<file path="config.mk">
export PLATFORM = sky130hd
export DESIGN_NAME = pipe_mux_n_flat
export DESIGN_NICKNAME = d
export VERILOG_FILES = /design/src/rtl/pipe_mux_n_if.sv /design/src/rtl/pipe_mux_n.sv /design/src/flat_wrapper.sv
export SDC_FILE = /design/constraint.sdc
export NUM_CORES = 1
export LEC_CHECK = 0
export ABC_AREA = 0
export BUFFER_PORTS_ARGS = -buffer_cell sky130_fd_sc_hd__clkbuf_2
export CORE_MARGIN = 2
export CORE_UTILIZATION = 48
export DETAILED_ROUTE_END_ITERATION = 10
export GPL_ROUTABILITY_DRIVEN = 0
export PLACE_DENSITY_LB_ADDON = 0.15
export SLEW_MARGIN = 0
export SYNTH_ARGS = -nofsm -noshare
export SYNTH_HDL_FRONTEND = slang
export SYNTH_SLANG_ARGS = --single-unit
</file>
<file path="constraint.sdc">
create_clock -name clk -period 1.8 [get_ports clk]
set_input_delay 0.09 -clock clk [delete_from_list [all_inputs] [get_ports clk]]
set_output_delay 0.09 -clock clk [all_outputs]
set_load 0.005 [all_outputs]
</file>
<file path="src/rtl/pipe_mux_n_if.sv">
// Handshake bundle for pipe_mux_n: the selection input side, the registered output
// side and the sticky select-error flag.
interface pipe_mux_n_if #(
  parameter int WIDTH  = 32,
  parameter int NUM_IN = 8,
  parameter int SEL_W  = 3
);
  logic [NUM_IN*WIDTH-1:0] in_data;
  logic [SEL_W-1:0]        in_sel;
  logic                    in_valid;
  logic                    in_ready;
  logic [WIDTH-1:0]        out_data;
  logic [SEL_W-1:0]        out_idx;
  logic                    out_valid;
  logic                    out_ready;
  logic                    sel_err;
  logic                    err_clr;

  modport master (
    output in_data, in_sel, in_valid, out_ready, err_clr,
    input  in_ready, out_data, out_idx, out_valid, sel_err
  );

  modport slave (
    input  in_data, in_sel, in_valid, out_ready, err_clr,
    output in_ready, out_data, out_idx, out_valid, sel_err
  );
endinterface

</file>
<file path="src/rtl/pipe_mux_n.sv">
// N:1 word selector feeding a registered output stage with a one-word skid buffer,
// so a downstream stall never drops an accepted result.
module pipe_mux_n #(
  parameter int WIDTH  = 32,
  parameter int NUM_IN = 8,
  parameter int SEL_W  = 3
) (
  input  logic        clk,
  input  logic        rst,
  pipe_mux_n_if.slave bus
);

  // Encoding is {main_vld, skid_vld}; 2'b01 cannot be reached.
  typedef enum logic [1:0] {
    ST_EMPTY = 2'b00,
    ST_ONE   = 2'b10,
    ST_FULL  = 2'b11
  } state_t;

  function automatic logic [WIDTH-1:0] pick_word(
    input logic [NUM_IN*WIDTH-1:0] data,
    input logic [SEL_W-1:0]        sel
  );
    logic [WIDTH-1:0] w;
    w = '0;
    for (int k = 0; k < NUM_IN; k++) begin
      w = (int'(sel) == k) ? data[k*WIDTH +: WIDTH] : w;
    end
    return w;
  endfunction

  state_t           state_q, state_d;
  logic [WIDTH-1:0] main_data_q, main_data_d;
  logic [SEL_W-1:0] main_idx_q, main_idx_d;
  logic [WIDTH-1:0] skid_data_q, skid_data_d;
  logic [SEL_W-1:0] skid_idx_q, skid_idx_d;
  logic             sel_err_q, sel_err_d;

  logic             in_ready;
  logic             acc;
  logic             in_range;
  logic [WIDTH-1:0] sel_word;

  // in_ready depends only on registers and rst, never on out_ready.
  assign in_ready = ~rst & (state_q != ST_FULL);
  assign acc      = bus.in_valid & in_ready;
  assign in_range = (int'(bus.in_sel) < NUM_IN);
  assign sel_word = pick_word(bus.in_data, bus.in_sel);

  // Next-state and datapath selection for the main/skid stage and error flag.
  always_comb begin
    state_d     = state_q;
    main_data_d = main_data_q;
    main_idx_d  = main_idx_q;
    skid_data_d = skid_data_q;
    skid_idx_d  = skid_idx_q;

    case (state_q)
      ST_EMPTY: begin
        if (acc) begin
          state_d     = ST_ONE;
          main_data_d = sel_word;
          main_idx_d  = bus.in_sel;
        end else begin
          state_d = ST_EMPTY;
        end
      end
      ST_ONE: begin
        if (acc && bus.out_ready) begin
          state_d     = ST_ONE;
          main_data_d = sel_word;
          main_idx_d  = bus.in_sel;
        end else if (acc) begin
          state_d     = ST_FULL;
          skid_data_d = sel_word;
          skid_idx_d  = bus.in_sel;
        end else if (bus.out_ready) begin
          state_d = ST_EMPTY;
        end else begin
          state_d = ST_ONE;
        end
      end
      ST_FULL: begin
        if (bus.out_ready) begin
          state_d     = ST_ONE;
          main_data_d = skid_data_q;
          main_idx_d  = skid_idx_q;
        end else begin
          state_d = ST_FULL;
        end
      end
      default: begin
        state_d = ST_EMPTY;
      end
    endcase

    // Set beats clear when both happen in the same cycle.
    if (acc && !in_range) begin
      sel_err_d = 1'b1;
    end else if (bus.err_clr) begin
      sel_err_d = 1'b0;
    end else begin
      sel_err_d = sel_err_q;
    end
  end

  // State, data and flag registers with synchronous reset.
  always_ff @(posedge clk) begin
    if (rst) begin
      state_q     <= ST_EMPTY;
      main_data_q <= '0;
      main_idx_q  <= '0;
      skid_data_q <= '0;
      skid_idx_q  <= '0;
      sel_err_q   <= 1'b0;
    end else begin
      state_q     <= state_d;
      main_data_q <= main_data_d;
      main_idx_q  <= main_idx_d;
      skid_data_q <= skid_data_d;
      skid_idx_q  <= skid_idx_d;
      sel_err_q   <= sel_err_d;
    end
  end

  assign bus.in_ready  = in_ready;
  assign bus.out_valid = (state_q != ST_EMPTY);
  assign bus.out_data  = main_data_q;
  assign bus.out_idx   = main_idx_q;
  assign bus.sel_err   = sel_err_q;

endmodule

</file>
<file path="src/flat_wrapper.sv">
// flat-port wrapper written by rule: the top's interface ports become plain ports
module pipe_mux_n_flat 
#(
  parameter int WIDTH  = 32,
  parameter int NUM_IN = 8,
  parameter int SEL_W  = 3
)
  (clk, rst, bus_in_data, bus_in_sel, bus_in_valid, bus_out_ready, bus_err_clr, bus_in_ready, bus_out_data, bus_out_idx, bus_out_valid, bus_sel_err);
  pipe_mux_n_if #(.WIDTH(WIDTH), .NUM_IN(NUM_IN), .SEL_W(SEL_W)) bus_i ();
  input  logic clk;
  input  logic rst;
  input wire logic [$bits(bus_i.in_data)-1:0] bus_in_data;
  input wire logic [$bits(bus_i.in_sel)-1:0] bus_in_sel;
  input wire logic [$bits(bus_i.in_valid)-1:0] bus_in_valid;
  input wire logic [$bits(bus_i.out_ready)-1:0] bus_out_ready;
  input wire logic [$bits(bus_i.err_clr)-1:0] bus_err_clr;
  output wire logic [$bits(bus_i.in_ready)-1:0] bus_in_ready;
  output wire logic [$bits(bus_i.out_data)-1:0] bus_out_data;
  output wire logic [$bits(bus_i.out_idx)-1:0] bus_out_idx;
  output wire logic [$bits(bus_i.out_valid)-1:0] bus_out_valid;
  output wire logic [$bits(bus_i.sel_err)-1:0] bus_sel_err;
  assign bus_i.in_data = bus_in_data;
  assign bus_i.in_sel = bus_in_sel;
  assign bus_i.in_valid = bus_in_valid;
  assign bus_i.out_ready = bus_out_ready;
  assign bus_i.err_clr = bus_err_clr;
  assign bus_in_ready = bus_i.in_ready;
  assign bus_out_data = bus_i.out_data;
  assign bus_out_idx = bus_i.out_idx;
  assign bus_out_valid = bus_i.out_valid;
  assign bus_sel_err = bus_i.sel_err;
  pipe_mux_n #(.WIDTH(WIDTH), .NUM_IN(NUM_IN), .SEL_W(SEL_W)) u_core (.clk(clk), .rst(rst), .bus(bus_i));
endmodule
</file>
After elaboration in Yosys (flattened, before gate mapping)

Index checks and enable logic that the tools add are counted.

Register bits after elaboration: 72
Bits of input ports: 264

Eq/ne operators: 13
Multiplexer cells: 22
Bitwise logic cells: 4
Reduce and logical (&&, ||, !) cells: 7

Operator list:

| kind                 | number |
|---|---|
| $mux W32             | 11 |
| $pmux W32 S3         | 1 |
| $eq A3 B3 Y1 const B | 4 |
| $mux W3              | 3 |
| $pmux W3 S3          | 1 |
| $mux W2              | 4 |
| $eq A3 B2 Y1 const B | 2 |
| $pmux W2 S3          | 1 |
| $eq A2 B2 Y1 const B | 2 |
| $ne A2 B1 Y1 const B | 2 |
| $ne A2 B2 Y1 const B | 2 |
| $reduce_and A4 Y1    | 1 |
| $eq A3 B1 Y1 const B | 1 |
| $logic_not A3 Y1     | 1 |
| $reduce_and A3 Y1    | 1 |
| $reduce_bool A3 Y1   | 1 |
| $and A1 B1 Y1        | 2 |
| $logic_not A2 Y1     | 1 |
| $not A1 Y1           | 2 |
| $reduce_bool A2 Y1   | 1 |
| $logic_and A1 B1 Y1  | 1 |
| $mux W1              | 1 |

Longest topological paths before layout

Word-level depth: 11
Gate-level depth with buffers: 8
Mapped depth without buffers: 5

Worst setup path after synthesis

Ideal clock, no wire load.

Kind: reg-to-reg
Start point: reg u_core.state_q[1]
End point: reg u_core.skid_data_q[12]
Data arrival time: 1.430 ns
Path slack: 0.281 ns
Stages on the path, launching flop included: 6
Path buffers: 1
Period minus slack after synthesis: 1.519 ns
Cells stage by stage: dfxtp_1 nand2b_1 nor3_2 clkbuf_1 nor2_1 a311oi_2

Longest elaborated chain between the ends: 6

RTL lines:

| what                          | RTL line          | source |
|---|---|---|
| start: declaration            | pipe_mux_n.sv:32  | `state_t state_q, state_d;` |
| start signal: assignment      | pipe_mux_n.sv:117 | `state_q <= state_d;` |
| $ne A2 B2 Y1                  | pipe_mux_n.sv:45  | `assign in_ready = ~rst & (state_q != ST_FULL);` |
| $and A1 B1 Y1                 | pipe_mux_n.sv:45  |  |
| $and A1 B1 Y1                 | pipe_mux_n.sv:46  | `assign acc = bus.in_valid & in_ready;` |
| $logic_and A1 B1 Y1           | pipe_mux_n.sv:69  | `if (acc && bus.out_ready) begin` |
| $not A1 Y1 (no line)          | n/a               |  |
| $reduce_and A3 Y1 (no line) * | n/a               |  |
| end signal: assignment        | pipe_mux_n.sv:120 | `skid_data_q <= skid_data_d;` |
| end: declaration              | pipe_mux_n.sv:35  | `logic [WIDTH-1:0] skid_data_q, skid_data_d;` |

Every way passes the cells marked *; elsewhere a longest branch is shown, timed or not.
A chain may end at the register's enable or synchronous reset.

Worst setup path in the final report

Start point: reg u_core.state_q[0]
End point: out bus_in_ready

Longest elaborated chain between the ends: 2

RTL lines:

| what             | RTL line           | source |
|---|---|---|
| $ne A2 B2 Y1     | pipe_mux_n.sv:45   |  |
| $and A1 B1 Y1    | pipe_mux_n.sv:45   |  |
| end: declaration | flat_wrapper.sv:17 | `output wire logic [$bits(bus_i.in_ready)-1:0] bus_in_ready;` |

No other way between the ends.

==> metrics.txt <==
type of the tightest min-delay check in -> reg; Final Net Count 1327; post-route minimum period 1670 ps; Max-cap violations 0; Pre-antenna DRT Iters 5; Crit Path Class reg -> out; Sw Pwr 1.53 mW; PortBufs 299; antenna violations before repair 0; Synthesis Warnings 0; starting DRC count in detailed routing 494; Slew Limit Fails 0; power density over the cells 654 nW/µm²; Clock power frac 39.2%; Final Cycle Share 92.6%; Die Width 117 µm; GRT Total Usage 31.4%; Synth cell types 42; largest net degree at the start of global routing 86; final wirelength 22100 µm; Die Y 117 µm; async set-reset flop share out of synthesis 0%; register area share after synthesis 23.4%; status finished clean; row cnt 41; Fin Setup TNS 0 ps; Antenna Cells 0; vias in the first global route 6929; Final Core Density 66.0%; ys flop type dfxtp_1; Placed Area 7930 µm²; CTS tree yes; synth-to-layout area growth 34.7%; cell area after synthesis 6150 µm²; Max FO, Critical Path 18; DR vias/cell 5.92; io pins 302; Synth Instances 799; Final Skew 8.79 ps; share of cells above drive strength 1 36.2%; VDD IR max 0.000479 V; CTS sink cnt 72; Sw Ratio 28.2%; final instance area 8290 µm²; post-CTS sizing 0; Clock transition at path regs 60 ps; CTS buffer count 9; post-DR wirelength/cell 17.8 µm; CP startpoint kind flop; drt drc 0; first-pass GRT wire length 33800 µm; sequential share of power 32.3%; Synth Area per Inst 7.70 µm²; DPL Wire Length 16300 µm; Worst Path Required 1710 ps; hold-fix buffer count after cts 0; fmax 600 MHz; Seq cells post-synth 72; Detail Route Antenna Nets 0; # setup viols final 0; Vias 7335; Leakage 3.72 nW; Post-CTS Setup Inserts 0; clock latency on the worst-skew pair 330 ps; CTS root buf clkbuf_16; most frequent cells in the layout 297 x clkbuf_2, 109 x nand2_1, 72 x dfxtp_1; maximum clock path buffer count 2; Post-synth EDFFs 0; Initial Util 49.0%; power share of the combinational group 28.6%; Synth Net Count 1063; grt total ovfl 0; Pint 3.89 mW; most common cell after layout, fill and taps aside clkbuf_2; CP endpoint kind output port; die area 13700 µm²; CTS H-tree depth 3; Fin. Hold Viols 0; Worst EP arrival 1580 ps; Core Box Area 12600 µm²; RSZ-0062 raised after global routing false
-- routing by layer --
metal | GRT usage [%] | up-vias | wire (µm)
met5 | 0 | - | 0
met1 | 38.7 | 3405 | 9030
met2 | 54.8 | 343 | 10700
li1 | - | 3546 | -
met3 | 4.22 | 41 | 1720
met4 | 13.5 | 0 | 608
-- path summary, 6_finish.rpt --
| check | slack, ps | cells after the start | from | endpoint |
|---|---|---|---|---|
| worst max-delay path | 130 | 5 | u_core.state_q[0]$_SDFF_PP0_ | bus_in_ready |
| worst min-delay path | 50 | 3 | bus_in_valid | u_core.state_q[0]$_SDFF_PP0_ |
| worst max register to register | 170 | 5 | u_core.state_q[1]$_SDFF_PP0_ | u_core.skid_data_q[1]$_SDFFE_PP0P_ |
| worst min register to register | 440 | 2 | u_core.bus.out_data[5]$_SDFFE_PP0P_ | u_core.bus.out_data[5]$_SDFFE_PP0P_ |
-- sequential cells by signal (all words and copies together) (netlist names) --
| name | cells |
|---|---|
| u_core.bus.out_data | 32 |
| u_core.bus.out_idx | 3 |
| u_core.skid_data_q | 32 |
| u_core.skid_idx_q | 3 |
| u_core.state_q | 2 |
-- critical path, cell delays in order (launching register included) --
cell and delay [ps]:
dfxtp_1 450, and2_1 190, buf_4 270, buf_4 190
nor2_1 40, clkbuf_2 110
-- cells by family after synthesis --
logic type / after synthesis / share of synthesized area (%)
AOI/OAI and AO/OA: 349 / 45.1
buffers and inverters: 85 / 6.51
DFF: 72 / 23.4
muxes: 37 / 6.14
other: 1 / 0.0609
and+or+nand+nor: 255 / 18.8
-- cell type report --
type / count / area [µm²]
inverters: 3 / 11.3
flip-flops and latches: 72 / 1440
clock buffers: 11 / 253
well taps: 172 / 215
fillers: 1155 / 4280
repair buffers: 335 / 1930
clock inverters: 5 / 103
multi-input cells: 642 / 4330
-- power groups by stage --
stage	clock network, mW	registers (mW)	logic [mW]
final	2.12	1.75	1.55
after CTS	2.15	1.75	1.54
after detailed placement	0	1.78	1.53
after global routing	2.21	1.76	1.70
after global placement	0	1.78	1.52
after floorplan	0	1.78	0.886
-- stage by stage --
step	hold slack (ps)	setup WS (ps)	instances	power (mW)
3_3_place_gp	382	251	1224	3.30
5_1_grt	54.7	22.8	1240	5.67
2_1_floorplan	242	281	799	2.67
3_5_place_dp	390	212	1224	3.31
6_report	50.9	133	1240	5.42
4_1_cts	41.6	151	1240	5.44
-- Yosys cell counts (2+ instances only) --
cell type  count  area, µm²
a211oi_1       3       22.5
buf_2         26        130
mux2_1         2       22.5
a211oi_2       3       37.5
a311oi_2      20        300
and2_1        29        181
buf_4         11       82.6
clkbuf_1      42        158
o2111a_1      28        315
mux2_2         4       45.0
inv_1          2       7.51
o21a_1        31        233
a311oi_1      14        123
o21ai_0       31        155
nor2_1        67        251
buf_1          2       7.51
mux2i_1       31        310
and3b_1        2       17.5
dfxtp_1       72       1440
nor2b_1       32        200
nor3_1         3       15.0
o2bb2ai_1     28        245
a2111oi_0     28        245
a21oi_1       10       50.1
nand2_1      110        413
a22oi_1       31        233
a21o_1        57        428
o22ai_1       34        213
nand2b_1       6       37.5
o21ai_1       28        140
Note: power is estimated with default switching activity, not from simulation.
